===== src/rtl/fir_filter_pkg.sv =====
// ---------------------------------------------------------------------------
// fir_filter_pkg
//
// Shared definitions for the time-multiplexed FIR filter:
//   - datapath widths (sample, product, accumulator)
//   - default tap count and Q1.15 coefficient set
//   - FSM state encoding for the MAC sequencer
//   - sat_round(): accumulator (Q.30 scale) -> Q1.15 output sample
// ---------------------------------------------------------------------------
package fir_filter_pkg;

    localparam int DATABITS = 16;
    localparam int MULBITS  = 32;
    localparam int ACCBITS  = 34;
    localparam int FIR_TAPS = 4;
    localparam int FRACBITS = 15;

    typedef logic signed [DATABITS-1:0] coeff_array_t [FIR_TAPS];

    // Index 0 multiplies the newest sample in the delay line.
    localparam coeff_array_t FIR_COEFFS = '{16'sd16384, 16'sd8192, 16'sd4096, 16'sd2048};

    typedef enum logic [1:0] {
        IDLE,
        MAC,
        OUT
    } fir_state_t;

    localparam logic signed [ACCBITS-1:0] ROUND_HALF = ACCBITS'(1) << (FRACBITS - 1);
    localparam logic signed [ACCBITS-1:0] SAT_MAX    = ACCBITS'(32767);
    localparam logic signed [ACCBITS-1:0] SAT_MIN    = ACCBITS'(-32768);

    // Add half an output LSB, then arithmetic-shift, so ties round toward
    // +inf. The accumulator has enough headroom that the addition cannot
    // overflow for any reachable sum.
    function automatic logic signed [DATABITS-1:0] sat_round(input logic signed [ACCBITS-1:0] acc);
        logic signed [ACCBITS-1:0] r;
        r = acc + ROUND_HALF;
        r = r >>> FRACBITS;
        if (r > SAT_MAX) begin
            return 16'sh7fff;
        end else if (r < SAT_MIN) begin
            return 16'sh8000;
        end
        return r[DATABITS-1:0];
    endfunction

endpackage


===== src/rtl/muladd.sv =====
// ---------------------------------------------------------------------------
// muladd
//
// Purely combinational multiply-accumulate step.
//   c_in    : signed Q1.15 coefficient
//   d_in    : signed Q1.15 sample
//   acc_in  : running accumulator (ACCBITS, Q.30 scale)
//   mul_out : raw signed product c_in * d_in (MULBITS)
//   sum_out : acc_in + sign-extended product (ACCBITS)
// ---------------------------------------------------------------------------
module muladd
    import fir_filter_pkg::*;
(
    input  logic signed [DATABITS-1:0] c_in,
    input  logic signed [DATABITS-1:0] d_in,
    input  logic signed [ACCBITS-1:0]  acc_in,
    output logic signed [MULBITS-1:0]  mul_out,
    output logic signed [ACCBITS-1:0]  sum_out
);

    assign mul_out = c_in * d_in;

    // Size cast of a signed operand sign-extends into the accumulator width.
    assign sum_out = acc_in + ACCBITS'(mul_out);

endmodule


===== src/rtl/fir_mac_sequencer.sv =====
// ---------------------------------------------------------------------------
// fir_mac_sequencer
//
// Time-multiplexed FIR controller. A sample accepted on the input handshake
// is shifted into a TAPS-deep delay line; the block then walks one muladd
// instance across every coefficient/sample pair (one pair per clock),
// accumulates, and presents the rounded/saturated Q1.15 result on the
// output handshake until the consumer takes it.
//
// Ports:
//   clk        system clock, rising edge
//   rst_n      asynchronous active-low reset
//   in_data    signed Q1.15 input sample
//   in_valid   in_data valid
//   in_ready   block can accept a sample (high only in IDLE)
//   out_data   signed Q1.15 filtered sample (registered)
//   out_valid  out_data valid (registered)
//   out_ready  consumer accepts out_data
// ---------------------------------------------------------------------------
module fir_mac_sequencer
    import fir_filter_pkg::*;
#(
    parameter int TAPS = FIR_TAPS,
    parameter logic signed [DATABITS-1:0] COEFFS [TAPS] = FIR_COEFFS
) (
    input  logic                       clk,
    input  logic                       rst_n,
    input  logic signed [DATABITS-1:0] in_data,
    input  logic                       in_valid,
    output logic                       in_ready,
    output logic signed [DATABITS-1:0] out_data,
    output logic                       out_valid,
    input  logic                       out_ready
);

    localparam int IDXW = (TAPS > 1) ? $clog2(TAPS) : 1;
    localparam logic [IDXW-1:0] LAST_IDX = IDXW'(TAPS - 1);

    // Reject configurations where the accumulator could overflow or where
    // the sequencer has nothing to step through.
    generate
        if (ACCBITS < MULBITS + $clog2(TAPS)) begin : g_acc_width_check
            $error("fir_mac_sequencer: ACCBITS too narrow for TAPS products");
        end
        if (TAPS < 2) begin : g_taps_check
            $error("fir_mac_sequencer: TAPS must be at least 2");
        end
    endgenerate

    fir_state_t                 state_q, state_d;
    logic signed [DATABITS-1:0] dl_q [TAPS];
    logic signed [DATABITS-1:0] dl_d [TAPS];
    logic signed [ACCBITS-1:0]  acc_q, acc_d;
    logic [IDXW-1:0]            tap_idx_q, tap_idx_d;
    logic signed [DATABITS-1:0] out_data_q, out_data_d;
    logic                       out_valid_q, out_valid_d;

    logic signed [ACCBITS-1:0]  sum_out;
    logic signed [MULBITS-1:0]  mul_unused;

    // The single shared multiplier-accumulator is always pointed at the
    // current tap; its result is only captured while in MAC.
    muladd u_muladd (
        .c_in    (COEFFS[tap_idx_q]),
        .d_in    (dl_q[tap_idx_q]),
        .acc_in  (acc_q),
        .mul_out (mul_unused),
        .sum_out (sum_out)
    );

    assign in_ready  = (state_q == IDLE);
    assign out_data  = out_data_q;
    assign out_valid = out_valid_q;

    // Next-state and datapath updates. In IDLE a handshake shifts the delay
    // line and clears the accumulator; in MAC each clock folds one tap into
    // the accumulator and the last tap also loads the output register; in
    // OUT everything holds until the consumer takes the sample.
    always_comb begin
        state_d     = state_q;
        acc_d       = acc_q;
        tap_idx_d   = tap_idx_q;
        out_data_d  = out_data_q;
        out_valid_d = out_valid_q;
        for (int k = 0; k < TAPS; k++) begin
            dl_d[k] = dl_q[k];
        end

        case (state_q)
            IDLE: begin
                if (in_valid) begin
                    dl_d[0] = in_data;
                    for (int k = 1; k < TAPS; k++) begin
                        dl_d[k] = dl_q[k-1];
                    end
                    acc_d     = '0;
                    tap_idx_d = '0;
                    state_d   = MAC;
                end
            end

            MAC: begin
                acc_d = sum_out;
                if (tap_idx_q == LAST_IDX) begin
                    // Parking the index at zero keeps it inside the table.
                    tap_idx_d   = '0;
                    out_data_d  = sat_round(sum_out);
                    out_valid_d = 1'b1;
                    state_d     = OUT;
                end else begin
                    tap_idx_d = tap_idx_q + 1'b1;
                end
            end

            OUT: begin
                if (out_ready) begin
                    out_valid_d = 1'b0;
                    state_d     = IDLE;
                end
            end

            default: begin
                state_d = IDLE;
            end
        endcase
    end

    // State register. Reset discards any partial result and clears the
    // delay line so the next output starts from silence.
    always_ff @(posedge clk or negedge rst_n) begin
        if (!rst_n) begin
            state_q     <= IDLE;
            acc_q       <= '0;
            tap_idx_q   <= '0;
            out_data_q  <= '0;
            out_valid_q <= 1'b0;
            for (int k = 0; k < TAPS; k++) begin
                dl_q[k] <= '0;
            end
        end else begin
            state_q     <= state_d;
            acc_q       <= acc_d;
            tap_idx_q   <= tap_idx_d;
            out_data_q  <= out_data_d;
            out_valid_q <= out_valid_d;
            for (int k = 0; k < TAPS; k++) begin
                dl_q[k] <= dl_d[k];
            end
        end
    end

endmodule


===== config.mk =====
export PLATFORM = sky130hd
export DESIGN_NAME = fir_mac_sequencer
export DESIGN_NICKNAME = d
export VERILOG_FILES = /design/src/rtl/fir_filter_pkg.sv /design/src/rtl/muladd.sv /design/src/rtl/fir_mac_sequencer.sv
export SDC_FILE = /design/constraint.sdc
export NUM_CORES = 1
export LEC_CHECK = 0
export CORE_MARGIN = 2
export CORE_UTILIZATION = 29
export DETAILED_ROUTE_END_ITERATION = 7
export PLACE_DENSITY = 0.53
export SYNTH_ARGS = -nofsm -noshare
export SYNTH_HDL_FRONTEND = slang
export SYNTH_HIERARCHICAL = 1
export SYNTH_SLANG_ARGS = --single-unit

===== constraint.sdc =====
create_clock -name clk -period 9.1 [get_ports clk]
set_input_delay 1.365 -clock clk [delete_from_list [all_inputs] [get_ports clk]]
set_output_delay 1.365 -clock clk [all_outputs]
set_load 0.05 [all_outputs]

== After elaboration in Yosys (flattened, before gate mapping) ==
Cells that the tools add are included.

* Register bits after elaboration: 119
* Bits of input ports: 20
* Word-level logic and storage cells: 56

* Add/subtract/negate cells: 3
* Multiply operators: 1
* Magnitude comparators: 3
* Equality and inequality tests: 6
* Muxes and demuxes: 25
* Bitwise gates (word level): 1
* Reduce and logical (&&, ||, !) cells: 8

{| class="wikitable"
|+ Operators with widths
! kind !! count
|-
| 16-bit 2-to-1 mux || 7
|-
| 34-bit one-hot mux with 2 select lines || 1
|-
| 16-bit binary-select mux with 2-bit select || 2
|-
| 34-bit by 16-bit adder with 34-bit output (second input constant) || 1
|-
| 34-bit by 32-bit adder with 34-bit output || 1
|-
| 34-bit 2-to-1 mux || 1
|-
| 16-bit by 16-bit multiplier with 32-bit output || 1
|-
| 19-bit by 16-bit > comparator with 1-bit output (second input constant) || 1
|-
| 19-bit by 16-bit less-than comparator with 1-bit output (second input constant) || 1
|-
| 2-bit 2-to-1 mux || 5
|-
| 1-bit 2-to-1 mux || 6
|-
| 2-bit != test (second input constant) || 3
|-
| 2-bit one-hot mux with 3 select lines || 1
|-
| 2-bit AND reduction || 3
|-
| 3-bit AND reduction || 2
|-
| 2-bit == test (second input constant) || 2
|-
| 2-bit one-hot mux with 2 select lines || 1
|-
| 2-bit nonzero test || 2
|-
| 3-bit >= comparator (second input constant) || 1
|-
| 2-bit inverter with 3-bit output || 1
|-
| 2-bit by 1-bit adder with 2-bit output (second input constant) || 1
|-
| 2-bit by 1-bit == test with 1-bit output (second input constant) || 1
|-
| 2-bit logical NOT || 1
|-
| 1-bit one-hot mux with 2 select lines || 1
|}

== Depth between registers and ports, before layout ==
* Depth in word-level cells: 13
* Gate-level depth with buffers: 44

== By module ==
Netlist, hierarchy kept.

{| class="wikitable"
|+ By module, submodules not included
! module !! times used !! cells each !! area each (um^2) !! sequential area each (um^2)
|-
| muladd || 1 || 1,341 || 11,589.9 || 0.0
|-
| fir_mac_sequencer || 1 || 579 || 5,382.7 || 2,977.9
|}

== Worst setup path after synthesis ==
OpenSTA, ideal clock, no wires.

* Kind: register to register
* Start: register tap_idx_q[0]
* End: register out_data_q[10], in the netlist out_data[10]
* Library setup time: 87 ps
* Arrival: 9,929 ps
* Data required time: 9,013 ps
* Path slack: -916 ps
* Cell stages (with the launch flop): 39
* Buffers on the path: 5
* Period minus slack after synthesis: 10,016 ps
* Cell sequence: dfrtp_1 clkbuf_1 buf_2 mux4_2 clkbuf_1 nand2_1 fa_1 inv_1 fa_1 fa_1 fa_1 fa_1 inv_1 fa_1 inv_1 ha_1 and3_1 and2_1 [3 not listed] a21oi_1 o21bai_1 a21oi_1 xnor2_1 ha_1 clkbuf_1 nand4_1 nor2_1 a311oi_2 o21a_1 o311ai_0 and3_1 nand2_1 nor4_2 xnor2_1 o311ai_2 buf_6 o211ai_1

* Cells in the longest elaborated chain, start to end: 13

{| class="wikitable"
|+ RTL lines
! item !! RTL line !! text
|-
| start, declared || fir_mac_sequencer.sv:54 || <nowiki>logic [IDXW-1:0] tap_idx_q, tap_idx_d;</nowiki>
|-
| start signal, assigned || fir_mac_sequencer.sv:143 || <nowiki>tap_idx_q <= tap_idx_d;</nowiki>
|-
| 2-bit inverter with 3-bit output (not written as such) (*) || fir_mac_sequencer.sv:64, fir_mac_sequencer.sv:65 ||
|-
| 16-bit binary-select mux with 2-bit select, on equally long branches || fir_mac_sequencer.sv:64, fir_mac_sequencer.sv:65 ||
|-
| 16-bit 2-to-1 mux, on equally long branches (2 in series) || fir_mac_sequencer.sv:64, fir_mac_sequencer.sv:65 ||
|-
| 16-bit by 16-bit multiplier with 32-bit output (*) || muladd.sv:21 || <nowiki>assign mul_out = c_in * d_in;</nowiki>
|-
| named net mul_unused[27] || fir_mac_sequencer.sv:59 || <nowiki>logic signed [MULBITS-1:0] mul_unused;</nowiki>
|-
| 34-bit by 32-bit adder with 34-bit output (*) || muladd.sv:24 || <nowiki>assign sum_out = acc_in + ACCBITS'(mul_out);</nowiki>
|-
| named net sum_out[31] || fir_mac_sequencer.sv:58 || <nowiki>logic signed [ACCBITS-1:0] sum_out;</nowiki>
|-
| 34-bit by 16-bit adder with 34-bit output (*) || fir_filter_pkg.sv:38 || <nowiki>r = acc + ROUND_HALF;</nowiki>
|-
| 19-bit by 16-bit less-than comparator with 1-bit output || fir_filter_pkg.sv:42 || <nowiki>end else if (r < SAT_MIN) begin</nowiki>
|-
| 1-bit 2-to-1 mux || fir_filter_pkg.sv:42 ||
|-
| 1-bit 2-to-1 mux || fir_filter_pkg.sv:40 || <nowiki>if (r > SAT_MAX) begin</nowiki>
|-
| 1-bit 2-to-1 mux || fir_mac_sequencer.sv:104 || <nowiki>if (tap_idx_q == LAST_IDX) begin</nowiki>
|-
| 1-bit 2-to-1 mux || fir_mac_sequencer.sv:89 || <nowiki>case (state_q)</nowiki>
|-
| 16-bit 2-to-1 mux (*) || fir_filter_pkg.sv:45 || <nowiki>return r[DATABITS-1:0];</nowiki>
|-
| end signal, assigned || fir_mac_sequencer.sv:144 || <nowiki>out_data_q <= out_data_d;</nowiki>
|-
| end, declared || fir_mac_sequencer.sv:55 || <nowiki>logic signed [DATABITS-1:0] out_data_q, out_data_d;</nowiki>
|}

Mark *: on every way through the listed nets, which the timed path passes. The rest lies on a longest branch. The select of a mux whose other input is x is not followed.
A chain may end at the register's enable or synchronous reset.

== Final worst setup path ==
* Start: register tap_idx_q[0]
* End: register out_data_q[3], in the netlist out_data[3]

Same word-level chain as after synthesis.

==> key figures <==
Status
  – Status: finished, final reports clean

Detailed routing
  – Detailed-route via count: 13100
  – Total wire length: 42.3 mm
  – DR pass1 iterations: 4
  – Via/cell ratio: 4.48
  – Post-route ant nets: 0
  – Initial DRC Count: 534
  – Residual DRC: 0
  – WL per Instance: 14.5 um

Setup path
  – Flop2flop setup slack: 80 ps
  – Arr. time, crit path: 9360 ps
  – CP Class: register to register
  – Cell repeated most along the worst path: fa_1
  – Startpoint types: register
  – Reg2Reg Depth: 38
  – WP data required: 9440 ps
  – Critical path endpoint: out_data[3]$_DFFE_PN0P_
  – Worst reg2reg path endpoint: out_data[3]$_DFFE_PN0P_
  – Worst Setup End Kind: register
  – Setup crit start: tap_idx_q[0]$_DFFE_PN0P_
  – R2r startpoint: tap_idx_q[0]$_DFFE_PN0P_
  – CP max stage cell: mux4_2
  – CP max stage delay: 590 ps
  – CP Max Fanout: 7

Placement
  – Detailed placement HPWL: 33.6 mm
  – Placed insts: 2859
  – GPL Wtd Cong: 0.824
  – IO Port Bufs: 37

Cells and area
  – N_diodes: 0
  – Area grow syn2layout: 20.6%
  – Share of cells above drive strength 1: 12.9%
  – Layout Cells excl Fill: 2916
  – Fin nets: 2541

STA
  – Hold violation count in the final report: 0
  – Final setup viols: 0
  – Final period util: 99.1%
  – Min Hold Slack: 472 ps
  – Slew Limit Fails: 0
  – Worst-margin pin slew: 904 ps
  – Min Tclk post-route: 9020 ps
  – RSZ-0062 raised after global routing: true
  – F_max: 0.111 GHz
  – Slew margin rel.: 39.5%
  – Clock Skews: 12.9 ps

Synthesis
  – Synth Warn #: 6
  – Synth Register Bits: 119
  – Primary FF master, synth: dfrtp_1
  – Sequential area share after synthesis: 17.5%
  – Number of flops mapped to enable cells by yosys: 0
  – Syn Inst Count: 1920
  – Area contributors post-synth: fa_1, dfrtp_1, nand2_1
  – Top cell type by total area after synthesis: fa_1
  – Syn_area_per_cell: 8.84 sq um
  – Synth cell types: 70
  – Synth cell count leaders: nand2_1, inv_1, fa_1, ha_1, dfrtp_1
  – Post-synthesis async set-or-reset flop share: 100%
  – Post-Syn Area: 17000 sq um
  – Area share of the largest cell type after synthesis: 31.0%
  – Most frequent cell after synthesis: nand2_1

Hold path
  – Worst Hold Class: register to register

Flow run
  – Max-cap viol count: 0

GRT
  – Largest net degree at the start of global routing: 66
  – Gr usage total: 15.3%
  – Global route overflow: 0
  – First-pass GRT wire length: 73.6 mm
  – Number of global-route vias before repair: 14400
  – Initial antenna violation count: 1

Clock tree
  – Clk buf depth: 2
  – CTS Sinks: 119
  – Num CTS Buffers: 17
  – Root Driver: clkbuf_16
  – Worst-Skew Late Latency: 460 ps
  – Clock-pin slew on the worst setup and hold paths: 70 ps
  – # H-tree levels: 4
  – CTS tree: built

Floorplanning
  – DIE AREA: 60500 sq um
  – Starting Density: 29.4%
  – Chip Height: 246 um
  – Rows: 88
  – Core footprint: 57800 sq um
  – IO Pins: 38
  – Die X: 246 um
[repair_timing]
action | in CTS | in global routing
pin swaps | 30 | 45
setup endpoints to repair | 16 | 16
gates resized for setup | 33 | 52
cloned | 1 | 0
buffers inserted | 14 | 18
endpoints found under the hold margin | 0 | 0
hold buffers | 0 | 0
[critical path, delay by kind of cell (launching register included)]
kind / cells / cell delay [ps]
buf+inv: 7 / 700
compound gates: 12 / 2330
fa+ha+maj: 8 / 3420
simple gates: 9 / 1230
xor+xnor: 1 / 140
mux: 1 / 590
flops: 1 / 470
[cell type report]
class,count,area [sq um]
fillers,5910,37300
multi-input cells,1483,13100
flip-flops and latches,119,2980
repair buffers,184,1540
inverters,333,1250
well taps,765,957
clock buffers,17,425
clock inverters,15,191
[worst min-delay path by stage]
stage	from	to	depth (start not counted)
floorplan	dl_q[0]$_DFFE_PN0P_	dl_q[0]$_DFFE_PN0P_	2
global placement	dl_q[15]$_DFFE_PN0P_	dl_q[15]$_DFFE_PN0P_	2
detailed placement	dl_q[8]$_DFFE_PN0P_	dl_q[8]$_DFFE_PN0P_	2
CTS	dl_q[8]$_DFFE_PN0P_	dl_q[8]$_DFFE_PN0P_	2
global route	dl_q[15]$_DFFE_PN0P_	dl_q[15]$_DFFE_PN0P_	2
finish	dl_q[8]$_DFFE_PN0P_	dl_q[8]$_DFFE_PN0P_	2
[registers in the layout, indices dropped and copies added (netlist names)]
signal / cells
acc_q: 34
dl_q: 64
out_data: 16
out_valid: 1
state_q: 2
tap_idx_q: 2
[cell usage in the layout, fill, tap and decap left out, types with 31 or more instances in the layout]
| master | count |
|---|---|
| nor2_1 | 52 |
| a21o_1 | 31 |
| clkdlybuf4s50_1 | 36 |
| nand2_1 | 433 |
| conb_1 | 84 |
| dfrtp_1 | 117 |
| a21oi_1 | 35 |
| buf_4 | 135 |
| ha_1 | 113 |
| inv_1 | 328 |
| and2_1 | 107 |
| nand3_1 | 47 |
| fa_1 | 259 |
| xnor2_1 | 49 |
[through the flow]
step | setup slack, ps | utilization, % | instance area, sq um | TNS [ps]
final | 77.6 | 35.4 | 20500 | 0
after global routing | -405 | 35.4 | 20500 | -5970
after CTS | -1.29 | 35.0 | 20200 | -1.29
after detailed placement | -256 | 33.4 | 19300 | -3680
after global placement | -265 | 33.4 | 19300 | -3960
after floorplan | 22.5 | - | 17300 | 0
[metal layers]
layer	GRT usage [%]	part of all wire [%]	routed length, um	vias to the layer above
li1	-	-	-	6318
met1	20.3	46	19600	6528
met2	25.9	49	20800	179
met3	2.24	3.0	1290	37
met4	3.85	1.5	631	0
met5	0	0	0	-
[cells by family (layout without fill, tap and decap cells)]
kind of cell | count (synthesis) | in the layout | synth area share (%)
xor gates and xnor gates | 75 | 75 | 4.00
AOI/OAI and AO/OA | 190 | 190 | 7.80
and+or+nand+nor | 734 | 734 | 19.6
other | 1 | 84 | 0.0221
DFF | 119 | 119 | 17.5
adders and majority gates | 383 | 383 | 39.9
buffers and inverters | 401 | 549 | 8.97
muxes | 17 | 17 | 2.19
Power is not shown: default switching activity piles up to over one toggle a cycle in this logic, so the estimate is an artifact.
